===== src/rtl/pump_sequencer.sv =====
// Filter-cycle controller: debounces the float sensor, sequences
// fill / return / drain from the water-quality status word, ramps the two
// pump duty commands and latches a fault on fill/drain timeout.
module pump_sequencer #(
    parameter int unsigned DEBOUNCE_CYCLES  = 50000,
    parameter int unsigned RAMP_STEP_CYCLES = 1024,
    parameter logic [7:0]  DUTY_RUN         = 8'd180,
    parameter int unsigned FILL_TIMEOUT     = 500000000,
    parameter int unsigned DRAIN_TIMEOUT    = 500000000
) (
    input  logic       clk,
    input  logic       reset,
    input  logic       status_valid_in,
    input  logic [3:0] status_in,
    input  logic       level_sensor_in,
    input  logic       fault_clear_in,
    output logic [7:0] duty_a_out,
    output logic [7:0] duty_b_out,
    output logic [2:0] state_out,
    output logic       fault_out
);

    typedef enum logic [2:0] {
        IDLE      = 3'd0,
        FILLING   = 3'd1,
        RETURNING = 3'd2,
        DRAINING  = 3'd3,
        FAULT     = 3'd4
    } state_t;

    localparam int DB_W = (DEBOUNCE_CYCLES > 1) ? $clog2(DEBOUNCE_CYCLES) : 1;
    localparam int RS_W = (RAMP_STEP_CYCLES > 1) ? $clog2(RAMP_STEP_CYCLES) : 1;
    localparam logic [DB_W-1:0] DB_LAST   = DB_W'(DEBOUNCE_CYCLES - 1);
    localparam logic [RS_W-1:0] RS_LAST   = RS_W'(RAMP_STEP_CYCLES - 1);
    localparam logic [31:0]     FILL_LIM  = FILL_TIMEOUT;
    localparam logic [31:0]     DRAIN_LIM = DRAIN_TIMEOUT;

    // Downward moves are immediate (safety); upward moves creep by one per step.
    function automatic logic [7:0] ramp_duty(input logic [7:0] cur,
                                             input logic [7:0] tgt,
                                             input logic       step);
        logic [7:0] res;
        res = cur;
        if (tgt < cur)
            res = tgt;
        else if ((tgt > cur) && step)
            res = cur + 8'd1;
        return res;
    endfunction

    // State timer saturates instead of wrapping back to zero.
    function automatic logic [31:0] sat_inc32(input logic [31:0] v);
        return (v == 32'hFFFF_FFFF) ? v : v + 32'd1;
    endfunction

    logic            lvl_sync_p0;
    logic            lvl_sync_p1;
    logic            level_db;
    logic [DB_W-1:0] db_cnt;
    state_t          state;
    state_t          state_next;
    logic            pending;
    logic            pending_next;
    logic [31:0]     timer;
    logic [RS_W-1:0] presc;
    logic            ramp_tick;
    logic            changed;
    logic [7:0]      tgt_a;
    logic [7:0]      tgt_b;
    logic [7:0]      duty_a;
    logic [7:0]      duty_b;
    logic            fault_q;
    logic            bad;
    logic            good;

    assign bad       = status_valid_in && (status_in != 4'd0);
    assign good      = status_valid_in && (status_in == 4'd0);
    assign changed   = (state_next != state);
    assign ramp_tick = (presc == RS_LAST);

    // Two-flop synchronizer for the asynchronous float sensor; resets to "empty".
    always_ff @(posedge clk) begin
        if (!reset) begin
            lvl_sync_p0 <= 1'b1;
            lvl_sync_p1 <= 1'b1;
        end else begin
            lvl_sync_p0 <= level_sensor_in;
            lvl_sync_p1 <= lvl_sync_p0;
        end
    end

    // Debounce: accept the synchronized level after DEBOUNCE_CYCLES disagreeing cycles in a row.
    always_ff @(posedge clk) begin
        if (!reset) begin
            level_db <= 1'b1;
            db_cnt   <= '0;
        end else if (lvl_sync_p1 == level_db) begin
            db_cnt   <= '0;
        end else if (db_cnt == DB_LAST) begin
            level_db <= lvl_sync_p1;
            db_cnt   <= '0;
        end else begin
            db_cnt   <= db_cnt + DB_W'(1);
        end
    end

    // Next-state and refill-request logic; level event beats timeout beats status.
    always_comb begin
        state_next   = state;
        pending_next = pending;
        case (state)
            IDLE: begin
                if (pending) begin
                    state_next   = FILLING;
                    pending_next = 1'b0;
                end else if (bad) begin
                    state_next = FILLING;
                end
            end
            FILLING: begin
                if (!level_db)
                    state_next = RETURNING;
                else if (timer == FILL_LIM)
                    state_next = FAULT;
                else if (good)
                    state_next = DRAINING;
            end
            RETURNING: begin
                if (good)
                    state_next = DRAINING;
            end
            DRAINING: begin
                if (level_db)
                    state_next = IDLE;
                else if (timer == DRAIN_LIM)
                    state_next = FAULT;
                else if (bad)
                    pending_next = 1'b1;
                else if (good)
                    pending_next = 1'b0;
            end
            FAULT: begin
                if (fault_clear_in) begin
                    state_next   = IDLE;
                    pending_next = 1'b0;
                end
            end
            default: state_next = IDLE;
        endcase
    end

    // Pump duty targets follow the registered state.
    always_comb begin
        tgt_a = 8'd0;
        tgt_b = 8'd0;
        case (state)
            FILLING:   tgt_a = 8'd255;
            RETURNING: begin
                tgt_a = DUTY_RUN;
                tgt_b = DUTY_RUN;
            end
            DRAINING:  tgt_b = 8'd255;
            default:   ;
        endcase
    end

    // State, refill request, fault flag and the per-state timer.
    always_ff @(posedge clk) begin
        if (!reset) begin
            state   <= IDLE;
            pending <= 1'b0;
            fault_q <= 1'b0;
            timer   <= '0;
        end else begin
            state   <= state_next;
            pending <= pending_next;
            fault_q <= (state_next == FAULT);
            if (changed)
                timer <= '0;
            else if ((state == FILLING) || (state == DRAINING))
                timer <= sat_inc32(timer);
        end
    end

    // Ramp prescaler and duty registers; prescaler restarts on every state change.
    always_ff @(posedge clk) begin
        if (!reset) begin
            presc  <= '0;
            duty_a <= 8'd0;
            duty_b <= 8'd0;
        end else begin
            presc  <= (changed || ramp_tick) ? '0 : presc + RS_W'(1);
            duty_a <= ramp_duty(duty_a, tgt_a, ramp_tick);
            duty_b <= ramp_duty(duty_b, tgt_b, ramp_tick);
        end
    end

    assign duty_a_out = duty_a;
    assign duty_b_out = duty_b;
    assign state_out  = state;
    assign fault_out  = fault_q;

endmodule


===== config.mk =====
export PLATFORM = sky130hd
export DESIGN_NAME = pump_sequencer
export DESIGN_NICKNAME = d
export VERILOG_FILES = /design/src/rtl/pump_sequencer.sv
export SDC_FILE = /design/constraint.sdc
export NUM_CORES = 1
export LEC_CHECK = 0
export BUFFER_PORTS_ARGS = -buffer_cell sky130_fd_sc_hd__buf_4
export CORE_ASPECT_RATIO = 1.25
export CORE_UTILIZATION = 30
export CTS_CLUSTER_SIZE = 28
export DETAILED_ROUTE_END_ITERATION = 8
export GPL_TIMING_DRIVEN = 0
export REMOVE_ABC_BUFFERS = 1
export SETUP_SLACK_MARGIN = 0.5
export SLEW_MARGIN = 20
export SYNTH_ARGS = -nofsm -noshare
export SYNTH_HDL_FRONTEND = slang
export SYNTH_SLANG_ARGS = --single-unit

===== constraint.sdc =====
create_clock -name clk -period 2.6 [get_ports clk]
set_clock_uncertainty 0.05 [all_clocks]
set_input_delay 0.26 -clock clk [delete_from_list [all_inputs] [get_ports clk]]
set_output_delay 0.26 -clock clk [all_outputs]
set_load 0.005 [all_outputs]

==> reports/summary.txt, run 1 <==
HOLD PATH
----------------------------------------------------------------------------------------
Worst hold endpoint                                                          lvl_sync_p0
Type of the most critical hold path                                         primary input to register
Hold_sp                                                                     level_sensor_in
Hold Path Depth                                                                        2

GLOBAL ROUTE
----------------------------------------------------------------------------------------
Most Used Layer, Global Route                                                       met2
Largest net degree at the start of global routing                                     32
Combined global-route utilization of all metal layers                              14.7%
Antenna violations before repair                                                       0
Sum of overflow across all layers after global routing                                 0
Met3 usage                                                                         3.54%
Met2 Track Usage GR                                                                25.3%
GR met1 Demand/Resource                                                            17.3%
Global-route wire length before repair                                          18700 µm
Number of global-route vias before repair                                           3949

POWER
----------------------------------------------------------------------------------------
Leak                                                                             1.92 nW
Tot Pwr                                                                        0.00377 W
PwrDens                                                                       640 nW/µm²
Worst vdd ir                                                                      337 µV

WORST SETUP PATH
----------------------------------------------------------------------------------------
Largest fanout on the critical path                                                    7
Master of the slowest instance on the critical path                         sky130_fd_sc_hd__a2111oi_0
Critical Setup Path Class                                                   register to register
Largest delay contributor family on the critical path                       simple AND/OR/NAND/NOR gates
Worst reg-to-reg setup slack                                                     0.52 ns
Kind of end point of the critical path                                          register
Worst Path Arrival                                                               2.26 ns
Startpoint kind of the worst setup timing path                                  register
R2r startpoint                                                              state_out[2]
Slowest stage delay, CP                                                          0.49 ns
Count of cells along the worst register-to-register path                               6
Required time worst endpoint                                                     2.79 ns
Cell-by-cell trace of the critical path                                     and4b_2, nand4_1, buf_4, a2111oi_0, xnor2_1, nor3_1
Worst Path Buf+Inv                                                                     1
Endpoint of the worst-slack reg-to-reg timing path                             timer[31]

STA
----------------------------------------------------------------------------------------
Unrepaired setup endpoints after global routing                                      yes
Headroom to the max-slew limit                                                     56.6%
Count of endpoints failing setup in the final report                                   0
Total negative setup slack                                                          0 ns
Hold Violations, Final                                                                 0
Max-slew violation count                                                               0
Highest attainable clock frequency                                               482 MHz
Clock period minus worst slack                                                   2.08 ns
Transition time at the pin with the least slew margin                           0.644 ns
Final worst-path cycle share                                                       79.8%

CLOCKING
----------------------------------------------------------------------------------------
Clock sink total                                                                      82
CTS Buf Count                                                                          9
CTS H-Tree Depth                                                                       3
Clock latency of the later-clocked register in the worst-skew pair               0.35 ns
Maximum clock path buffer count                                                        2
Clock tree root buffer cell                                                 sky130_fd_sc_hd__clkbuf_16
Clk pin slew, worst setup/hold paths                                             0.07 ns
CTS tree                                                                           built

LOGIC SYNTHESIS
----------------------------------------------------------------------------------------
Syn. warnings                                                                          0
Compound-Gate Fraction of Synth Area                                               16.2%
Post-Synthesis Mean Instance Area                                               8.45 µm²
Seq/Total Area, Yosys                                                              36.3%
Xor/xnor share of the synthesized area                                             8.72%
Flip-flop cell with the highest count after synthesis                       sky130_fd_sc_hd__dfxtp_1
Flip-flop and latch count after synthesis                                             82
Area fraction in and, or, nand and nor cells after synthesis                       26.9%
Number of synthesized flops with an enable pin                                         0
Library cell with the largest summed area after synthesis                   sky130_fd_sc_hd__dfxtp_1
Gate count after technology mapping                                                  535
Summed instance area of the synthesized netlist                                 4520 µm²
Dominant combinational cell family by area after synthesis                  simple AND/OR/NAND/NOR gates
Yosys cell types                                                                      48
Top cells by area, synth                                                    sky130_fd_sc_hd__dfxtp_1, sky130_fd_sc_hd__xnor2_1, sky130_fd_sc_hd__ha_1
Share of the synthesized area in the top cell type                                 36.3%
Mux cell area share after synthesis                                               0.886%
Synth Area in Adders                                                               6.09%
Ys async rst share                                                                    0%

DIE
----------------------------------------------------------------------------------------
Std cell rows                                                                         49
Die height                                                                        139 µm
Placeable core area                                                            14500 µm²
Effective utilization at floorplan                                                 31.1%
IO Count                                                                              29
Area of the die                                                                15600 µm²
Die width                                                                         112 µm

PLACEMENT
----------------------------------------------------------------------------------------
Total half-perimeter wirelength after legalization and detailed placement        7370 µm
Port-buffer cells                                                                     28
Placer congestion estimate                                                         0.815

FINAL LAYOUT
----------------------------------------------------------------------------------------
Number of fillers in the final layout                                               1366
Number of inserted diodes                                                              0
P&R area growth vs syn                                                             30.2%
Share of layout cells above drive strength 1                                       26.3%
Count of nets after finishing                                                        619

DRT
----------------------------------------------------------------------------------------
Routed len/inst                                                                  15.7 µm
Detailed-router iteration count before antenna repair                                  7
DRC Markers                                                                            1
Via density per instance                                                            5.56
Total vias in the final route                                                       4285
DRT iter0 DRCs                                                                       310
Residual antenna-violating net count after detailed routing                            0
Routed wire length                                                              12100 µm

RUN STATUS
----------------------------------------------------------------------------------------
Violated checks                                                                      DRC
Status                                                                      finished, violations left

FLOW RUN
----------------------------------------------------------------------------------------
Number of maximum-capacitance violations                                               0

-- state kept, by name, summed over array words and instances, names as in the netlist --
| register | count |
|---|---|
| timer | 32 |
| db_cnt | 16 |
| presc | 10 |
| duty_a_out | 8 |
| duty_b_out | 8 |
| state_out | 3 |
| fault_out | 1 |
| level_db | 1 |
| lvl_sync_p0 | 1 |
| lvl_sync_p1 | 1 |
| pending | 1 |
-- cell usage after synthesis, drive strengths merged (2+ instances only) --
| cell | count |
|---|---|
| or4 | 11 |
| nor4 | 13 |
| nor2 | 36 |
| nor3 | 18 |
| a311oi | 2 |
| nand4 | 19 |
| xor2 | 12 |
| o21bai | 2 |
| a31oi | 4 |
| or3 | 14 |
| nand2 | 34 |
| nor2b | 6 |
| buf | 12 |
| nand3b | 2 |
| nand3 | 24 |
| a2111oi | 5 |
| dfxtp | 82 |
| inv | 27 |
| o211ai | 5 |
| a211o | 4 |
| and3 | 9 |
| o21a | 4 |
| clkbuf | 14 |
| nor4bb | 2 |
| o31ai | 10 |
| nor3b | 2 |
| o21ai | 22 |
| nor4b | 3 |
| ha | 22 |
| and2 | 5 |
| mux2i | 4 |
| nand2b | 7 |
| a211oi | 25 |
| and4 | 12 |
| xnor2 | 33 |
| a21oi | 23 |
-- logic make-up (layout without fill, tap and decap cells) --
kind of cell             count (synthesis)  count (layout)
AND/OR/NAND/NOR                        218             218
AO/OA/AOI/OAI                          111             114
flip-flops                              82              82
buffers and inverters                   53             108
XOR/XNOR                                45              45
adder cells (fa/ha/maj)                 22              22
multiplexers                             4               4
-- timing repair --
| action | CTS | global route |
|---|---|---|
| hold buffers | 0 | 0 |
| resized for setup | 50 | 50 |
| buffers inserted | 12 | 21 |
| gates cloned | 2 | 3 |
| setup endpoints to repair | 76 | 71 |
| pin swaps | 9 | 12 |
-- where the power goes --
| part | switching [W] | leakage, nW | internal [W] | total (W) |
|---|---|---|---|---|
| registers | 0.000133 | 0.669 | 0.00135 | 0.00148 |
| clock network | 0.000557 | 0.150 | 0.000753 | 0.00131 |
| logic | 0.000514 | 1.10 | 0.000461 | 0.000975 |
| total | 0.00120 | 1.92 | 0.00256 | 0.00377 |
-- worst max-delay path by stage --
stage,from,end,cells after the start
2_1_floorplan,state_out[0],timer[10],4
3_3_place_gp,state_out[0],timer[10],4
3_5_place_dp,state_out[0],duty_a_out[5],8
4_1_cts,state_out[2],duty_a_out[1],9
5_1_grt,timer[1],timer[10],8
6_report,state_out[2],timer[31],6
-- metal layers --
| metal | up-vias | wire length (µm) |
|---|---|---|
| li1 | 2095 | - |
| met1 | 2063 | 5170 |
| met2 | 105 | 6170 |
| met3 | 22 | 490 |
| met4 | 0 | 263 |
| met5 | - | 0 |
-- placed cells by master (no fill, tap or decap), types with 4 or more instances in the layout --
cell	instances
sky130_fd_sc_hd__nand2_1	33
sky130_fd_sc_hd__dfxtp_2	4
sky130_fd_sc_hd__nor4_2	7
sky130_fd_sc_hd__xor2_1	12
sky130_fd_sc_hd__or3_1	13
sky130_fd_sc_hd__a211oi_2	8
sky130_fd_sc_hd__a21oi_2	5
sky130_fd_sc_hd__buf_6	4
sky130_fd_sc_hd__and4_4	5
sky130_fd_sc_hd__o211ai_1	5
sky130_fd_sc_hd__nand2b_1	4
sky130_fd_sc_hd__clkbuf_16	10
sky130_fd_sc_hd__dfxtp_1	75
sky130_fd_sc_hd__clkinv_4	4
sky130_fd_sc_hd__nand3_1	22
sky130_fd_sc_hd__or4_1	7
sky130_fd_sc_hd__a21oi_1	17
sky130_fd_sc_hd__or4_4	4
sky130_fd_sc_hd__o31ai_1	10
sky130_fd_sc_hd__xnor2_1	32
sky130_fd_sc_hd__o21a_1	4
sky130_fd_sc_hd__buf_4	58
sky130_fd_sc_hd__a211oi_1	17
sky130_fd_sc_hd__ha_1	19
sky130_fd_sc_hd__nor2b_1	4
sky130_fd_sc_hd__nor2_1	33
sky130_fd_sc_hd__inv_1	25
sky130_fd_sc_hd__nand4_1	19
sky130_fd_sc_hd__o21ai_2	4
sky130_fd_sc_hd__o21ai_0	16
sky130_fd_sc_hd__nor4_1	6
sky130_fd_sc_hd__and4_1	7
sky130_fd_sc_hd__and3_1	5
sky130_fd_sc_hd__nor3_1	18
sky130_fd_sc_hd__mux2i_1	4
sky130_fd_sc_hd__a31oi_1	4
sky130_fd_sc_hd__and2_1	5
-- final cells by class --
type,count,area (µm²),area share [%]
Clock buffer,9,225,3.83
Clock inverter,7,78.8,1.34
Inverter,27,104,1.76
Multi-Input combinational cell,403,3070,52.1
Sequential cell,82,1660,28.2
Tap cell,178,223,3.78
Timing Repair Buffer,65,531,9.02
-- worst register-to-register path: stages (launching register included) --
cell,delay [ns]
sky130_fd_sc_hd__dfxtp_4,0.39
sky130_fd_sc_hd__and4b_2,0.35
sky130_fd_sc_hd__nand4_1,0.24
sky130_fd_sc_hd__buf_4,0.22
sky130_fd_sc_hd__a2111oi_0,0.49
sky130_fd_sc_hd__xnor2_1,0.18
sky130_fd_sc_hd__nor3_1,0.06
-- metrics by stage --
stage	hold WS (ns)	setup WS, ns	utilization, %	std cells	area, µm²
finish	0.0509	0.524	40.5	771	5880
global route	0.0566	0.384	40.5	771	5880
CTS	0.0498	0.489	37.7	747	5480
detailed placement	0.397	-0.636	33.7	717	4890
global placement	0.393	-1.94	33.3	715	4830
floorplan	0.272	-0.465	-	509	4400
Power figures use the tool's default switching activity.
==> inputs of run 2 (changes only) <==
==> constraint.sdc (replaced) <==
create_clock -name clk -period 2.1 [get_ports clk]
set_clock_uncertainty 0.05 [all_clocks]
set_input_delay 0.21 -clock clk [delete_from_list [all_inputs] [get_ports clk]]
set_output_delay 0.21 -clock clk [all_outputs]
set_load 0.005 [all_outputs]
==> reports/summary.txt, run 2 (synthesis gave the netlist of run 1 again) <==
RUN STATUS
----------------------------------------------------------------------------------------
Status                                                                      finished, violations left
Violated checks                                                             DRC, setup timing

DRT
----------------------------------------------------------------------------------------
Total vias in the final route                                                       4926   +15%
DRT iter0 DRCs                                                                       391   +26%
DRC Markers                                                                            1   unchanged
Routed len/inst                                                                  20.0 µm   +27%
Routed wire length                                                              16500 µm   +37%
Residual antenna-violating net count after detailed routing                            0   unchanged
Via density per instance                                                            5.94   +6.9%
Detailed-router iteration count before antenna repair                                  7   unchanged

STA
----------------------------------------------------------------------------------------
Highest attainable clock frequency                                               444 MHz   -7.8%
Clock period minus worst slack                                                   2.25 ns   +0.176 ns
Worst-case setup margin in the final layout                                    -0.152 ns   -0.676 ns
Transition time at the pin with the least slew margin                           0.708 ns   +0.0635 ns
Final worst-path cycle share                                                        107%   +27 points
Count of endpoints failing setup in the final report                                   5   +5
Max-slew violation count                                                               0   unchanged
Total negative setup slack                                                     -0.378 ns   -0.378 ns
Unrepaired setup endpoints after global routing                                      yes
Hold Violations, Final                                                                 0   unchanged
Headroom to the max-slew limit                                                     52.4%   -4.3 points

DIE
----------------------------------------------------------------------------------------
Area of the die                                                                15600 µm²   unchanged
IO Count                                                                              29   unchanged
Effective utilization at floorplan                                                 31.1%   unchanged
Die width                                                                         112 µm   unchanged
Std cell rows                                                                         49   unchanged
Placeable core area                                                            14500 µm²   unchanged
Die height                                                                        139 µm   unchanged

WORST SETUP PATH
----------------------------------------------------------------------------------------
Required time worst endpoint                                                     2.27 ns   -0.52 ns
Master of the slowest instance on the critical path                         sky130_fd_sc_hd__dfxtp_2
Worst Path Arrival                                                               2.42 ns   +0.16 ns
Largest delay contributor family on the critical path                       simple AND/OR/NAND/NOR gates
Critical Setup Path Class                                                   register to register
Worst Path Buf+Inv                                                                     1   unchanged
Startpoint kind of the worst setup timing path                                  register
Kind of end point of the critical path                                          register
Largest fanout on the critical path                                                    6   -1
Slowest stage delay, CP                                                          0.40 ns   -0.09 ns
Cell-by-cell trace of the critical path                                     and4_4, nand2_1, a211o_4, buf_6, or3_4, a211oi_2

PLACEMENT
----------------------------------------------------------------------------------------
Area post-placement                                                             4890 µm²   unchanged
Port-buffer cells                                                                     28   unchanged
Total half-perimeter wirelength after legalization and detailed placement        7370 µm   unchanged
Placer congestion estimate                                                         0.815   unchanged
Dpl cells                                                                            717   unchanged
Setup Slack @ Placement                                                         -1.14 ns   -0.500 ns

GLOBAL ROUTE
----------------------------------------------------------------------------------------
Largest net degree at the start of global routing                                     17   -47%
Global-route wire length before repair                                          24600 µm   +32%
Number of global-route vias before repair                                           4858   +23%
Antenna violations before repair                                                       0   unchanged
Sum of overflow across all layers after global routing                                 0   unchanged
Combined global-route utilization of all metal layers                              19.8%   +5.0 points

FINAL LAYOUT
----------------------------------------------------------------------------------------
Number of inserted diodes                                                              0   unchanged
Largest register FFs                                                                  32   unchanged
Register with the most flip-flops                                                  timer
Share of layout cells above drive strength 1                                       49.2%   +23 points
Non-Filler Cell Area, Final                                                     7270 µm²   +24%
Most frequent standard cell in the layout excluding fill and tap cells      sky130_fd_sc_hd__buf_4
Combined area of the multi-input logic cells                                    3740 µm²   +22%
Count of nets after finishing                                                        677   +9.4%
P&R area growth vs syn                                                             60.9%
Top flop regs                                                               timer (32), db_cnt (16), presc (10)
Most frequent cells in the layout                                           sky130_fd_sc_hd__buf_4, sky130_fd_sc_hd__dfxtp_1, sky130_fd_sc_hd__nand2_1, sky130_fd_sc_hd__xnor2_1, sky130_fd_sc_hd__nor2_1
Number of fillers in the final layout                                               1157   -15%
Final cell count without fillers                                                     829   +7.5%
FF/Latch Area                                                                   1710 µm²   +3.4%

CLOCKING
----------------------------------------------------------------------------------------
CTS H-Tree Depth                                                                       3   unchanged
Clock tree root buffer cell                                                 sky130_fd_sc_hd__clkbuf_16
CTS Buf Count                                                                          9   unchanged
Clk pin slew, worst setup/hold paths                                             0.07 ns   about the same
Clock sink total                                                                      82   unchanged
Maximum clock path buffer count                                                        2   unchanged
CTS tree                                                                           built
Clock latency of the later-clocked register in the worst-skew pair               0.35 ns   about the same

POWER
----------------------------------------------------------------------------------------
PwrDens                                                                       710 nW/µm²   +11%
Worst vdd ir                                                                      669 µV   +98%
Leak                                                                             2.38 nW   +24%

HOLD PATH
----------------------------------------------------------------------------------------
Type of the most critical hold path                                         primary input to register

FLOW RUN
----------------------------------------------------------------------------------------
Number of maximum-capacitance violations                                               0   unchanged

[run 2: what timing repair did]
action	4_1_cts	5_1_grt
setup buffers	69	13
pin swaps	87	42
gates cloned	11	2
setup endpoints to repair	80	80
hold buffers	1	0
hold endpoints to repair	1	0
gates resized for setup	219	66
[run 2: path summary, 6_finish.rpt]
kind                                   from  slack [ns]  depth (start not counted)     endpoint
worst max-delay path               timer[9]       -0.15                          6    timer[14]
worst min-delay path                  reset        0.14                          2  lvl_sync_p0
worst max register to register     timer[9]       -0.15                          6    timer[14]
worst min register to register  lvl_sync_p0        0.42                          1  lvl_sync_p1
[run 2: routing by layer]
metal  GRT usage, %  wire length (µm)  part of all wire, %
met3           3.85              1080                  6.5
met2           35.3              8310                   50
met4           10.6               991                  6.0
met5              0                 0                    0
met1           21.9              6160                   37
[run 2: power by group]
part	internal, W	leakage [nW]	total, W	switching (W)
sequential	0.00166	0.683	0.00183	0.000170
combinational	0.000816	1.55	0.00167	0.000856
clock	0.000933	0.150	0.00166	0.000723
total	0.00341	2.38	0.00516	0.00175
[run 2: layout make-up]
type	count	area share, %
timing repair buffer	119	16.2
clock inverter	7	1.08
tap	178	3.06
inverter	27	1.53
sequential	82	23.6
clock buffer	9	3.10
multi-input combinational	407	51.4
[run 2: per-stage QoR]
stage          total power [W]  hold WS (ns)  utilization (%)
2_1_floorplan          0.00242         0.222                -
3_3_place_gp           0.00276         0.351             33.3
3_5_place_dp           0.00281         0.353             33.7
4_1_cts                0.00490         0.130             46.7
5_1_grt                0.00537         0.161             50.0
6_report               0.00516         0.144             50.0
==> inputs of run 3 (changes only) <==
--- a/config.mk
+++ b/config.mk
@@ -11,6 +11,7 @@
 export CTS_CLUSTER_SIZE = 28
 export DETAILED_ROUTE_END_ITERATION = 8
 export GPL_TIMING_DRIVEN = 0
+export PLACE_DENSITY = 0.54
 export REMOVE_ABC_BUFFERS = 1
 export SETUP_SLACK_MARGIN = 0.5
 export SLEW_MARGIN = 20
==> reports/summary.txt, run 3 (synthesis gave the netlist of run 1 again) <==
DRT
----------------------------------------------------------------------------------------
Routed len/inst                                                                  17.7 µm   -11%
DRC Markers                                                                            1   unchanged
Routed wire length                                                              14200 µm   -14%
Total vias in the final route                                                       4557   -7.5%
Detailed-router iteration count before antenna repair                                  6   -1
Residual antenna-violating net count after detailed routing                            0   unchanged
Via density per instance                                                            5.65   -4.9%
DRT iter0 DRCs                                                                       189   -52%

CLOCKING
----------------------------------------------------------------------------------------
CTS tree                                                                           built
CTS H-Tree Depth                                                                       3   unchanged
CTS Buf Count                                                                          9   unchanged
Clk pin slew, worst setup/hold paths                                             0.07 ns   about the same
Clock sink total                                                                      82   unchanged
Clock latency of the later-clocked register in the worst-skew pair               0.35 ns   about the same
Maximum clock path buffer count                                                        2   unchanged
Clock tree root buffer cell                                                 sky130_fd_sc_hd__clkbuf_16

PLACEMENT
----------------------------------------------------------------------------------------
Placer congestion estimate                                                         0.809   -0.72%
Area post-placement                                                             4890 µm²   unchanged
Total half-perimeter wirelength after legalization and detailed placement        7400 µm   +0.53%
Port-buffer cells                                                                     28   unchanged
Dpl cells                                                                            717   unchanged
Setup Slack @ Placement                                                         -1.21 ns   -0.0712 ns

STA
----------------------------------------------------------------------------------------
Transition time at the pin with the least slew margin                           0.743 ns   +0.0355 ns
Final worst-path cycle share                                                       97.7%   -9.6 points
Highest attainable clock frequency                                               488 MHz   +9.8%
Clock period minus worst slack                                                   2.05 ns   -0.201 ns
Worst-case setup margin in the final layout                                    0.0490 ns   +0.201 ns
Unrepaired setup endpoints after global routing                                      yes
Hold Violations, Final                                                                 0   unchanged
Max-slew violation count                                                               0   unchanged
Headroom to the max-slew limit                                                     50.3%   -2.1 points
Count of endpoints failing setup in the final report                                   0   -5
Worst hold slack                                                                0.127 ns   -0.0172 ns

WORST SETUP PATH
----------------------------------------------------------------------------------------
Worst Path Arrival                                                               2.26 ns   -0.16 ns
Kind of end point of the critical path                                          register
Largest fanout on the critical path                                                    7   +1
Cell-by-cell trace of the critical path                                     inv_4, ha_4, nor4b_4, nand4_1, buf_4, o21bai_4, a21oi_4, clkbuf_16, a211oi_2
Startpoint kind of the worst setup timing path                                  register
Slowest stage delay, CP                                                          0.37 ns   -0.03 ns
Required time worst endpoint                                                     2.31 ns   +0.04 ns
Master of the slowest instance on the critical path                         sky130_fd_sc_hd__dfxtp_4
Critical Setup Path Class                                                   register to register

FINAL LAYOUT
----------------------------------------------------------------------------------------
Largest register FFs                                                                  32   unchanged
Final cell count without fillers                                                     806   -2.8%
P&R area growth vs syn                                                             56.1%
Most frequent standard cell in the layout excluding fill and tap cells      sky130_fd_sc_hd__buf_4
Non-Filler Cell Area, Final                                                     7050 µm²   -3.0%
Number of inserted diodes                                                              0   unchanged
Most frequent cells in the layout                                           sky130_fd_sc_hd__buf_4, sky130_fd_sc_hd__dfxtp_1, sky130_fd_sc_hd__nand2_1, sky130_fd_sc_hd__xnor2_1
Top flop regs                                                               timer (32), db_cnt (16), presc (10)
Share of layout cells above drive strength 1                                       46.8%   -2.3 points
Count of nets after finishing                                                        654   -3.4%
Register with the most flip-flops                                                  timer

GLOBAL ROUTE
----------------------------------------------------------------------------------------
Most Used Layer, Global Route                                                       met2
Number of global-route vias before repair                                           4501   -7.3%
Sum of overflow across all layers after global routing                                 0   unchanged
Combined global-route utilization of all metal layers                              17.9%   -1.9 points
Global-route wire length before repair                                          22300 µm   -9.6%
Antenna violations before repair                                                       0   unchanged
Met3 usage                                                                         3.72%   -0.13 points
Met2 Track Usage GR                                                                31.1%   -4.2 points
Largest net degree at the start of global routing                                     17   unchanged
GR met1 Demand/Resource                                                            21.0%   -0.89 points

POWER
----------------------------------------------------------------------------------------
Worst vdd ir                                                                      430 µV   -36%
Leak                                                                             2.27 nW   -4.8%
Power share of the sequential group                                                35.8%   +0.3 points
Combinational cell fraction of total power                                         32.7%   +0.3 points
PwrDens                                                                       732 nW/µm²   +3.1%
Internal power contribution                                                    0.00345 W   +1.0%
Net switching component of the power                                           0.00172 W   -1.9%
Clock power frac                                                                   31.5%   -0.6 points
Switching part of the total                                                        33.2%   -0.65 points
Tot Pwr                                                                        0.00516 W   about the same

DIE
----------------------------------------------------------------------------------------
IO Count                                                                              29   unchanged
Area of the die                                                                15600 µm²   unchanged
Std cell rows                                                                         49   unchanged
Die width                                                                         112 µm   unchanged
Die height                                                                        139 µm   unchanged
Placeable core area                                                            14500 µm²   unchanged
Effective utilization at floorplan                                                 31.1%   unchanged

RUN STATUS
----------------------------------------------------------------------------------------
Status                                                                      finished, violations left
Violated checks                                                                      DRC

FLOW RUN
----------------------------------------------------------------------------------------
Number of maximum-capacitance violations                                               0   unchanged

HOLD PATH
----------------------------------------------------------------------------------------
Type of the most critical hold path                                         primary input to register

-- run 3: changes by cell type in the layout (fill, tap and decap cells not counted), moves of 4 or more --
cell / before / now
sky130_fd_sc_hd__o21ai_1: 5 / 1
sky130_fd_sc_hd__dfxtp_2: 19 / 23
sky130_fd_sc_hd__o21ai_0: 12 / 16
sky130_fd_sc_hd__buf_4: 85 / 69
-- run 3: worst paths after layout --
| kind | startpoint | end | slack [ns] | cells after the start |
|---|---|---|---|---|
| worst min register to register | lvl_sync_p0 | lvl_sync_p1 | 0.36 | 1 |
| worst max register to register | timer[1] | timer[27] | 0.05 | 9 |
| worst min-delay path | reset | level_db | 0.13 | 2 |
| worst max-delay path | timer[1] | timer[27] | 0.05 | 9 |
-- run 3: worst max-delay path: cells and delay by family (launching register included) --
kind | cells | cell delay, ns
AO/OA/AOI/OAI | 3 | 0.50
buffers and inverters | 3 | 0.47
AND/OR/NAND/NOR | 2 | 0.45
flip-flops | 1 | 0.37
adder cells (fa/ha/maj) | 1 | 0.12
-- run 3: metrics by stage --
step	util [%]	TNS, ns
floorplan	-	-43.53
global placement	33.3	-118.63
detailed placement	33.7	-36.71
CTS	45.5	0
global route	48.5	-0.248
finish	48.5	0
-- run 3: repair_timing --
action / 4_1_cts / 5_1_grt
setup endpoints to repair: 80 / 80
resized for setup: 202 / 72
pin swaps: 77 / 61
endpoints found under the hold margin: 1 / 0
cloned: 9 / 2
hold buffers: 1 / 0
setup buffers: 53 / 8
-- run 3: layout make-up --
type	instances	area (µm²)
clock inverters	6	65.1
inverters	27	111
clock buffers	10	239
flip-flops and latches	82	1710
fillers	1249	7480
well taps	178	223
multi-input cells	404	3700
repair buffers	99	1000
-- run 3: metal layers --
| layer | wire length [µm] | share of wire (%) |
|---|---|---|
| met1 | 6010 | 42 |
| met2 | 7440 | 52 |
| met3 | 539 | 3.8 |
| met4 | 255 | 1.8 |
| met5 | 0 | 0 |
-- run 3: power by group through the flow --
stage	clock network, W	registers [W]	logic, W
6_report	0.00163	0.00185	0.00169
5_1_grt	0.00173	0.00187	0.00181
4_1_cts	0.00166	0.00184	0.00145
2_1_floorplan	0	0.00184	0.000578
3_5_place_dp	0	0.00188	0.000931
3_3_place_gp	0	0.00188	0.000899
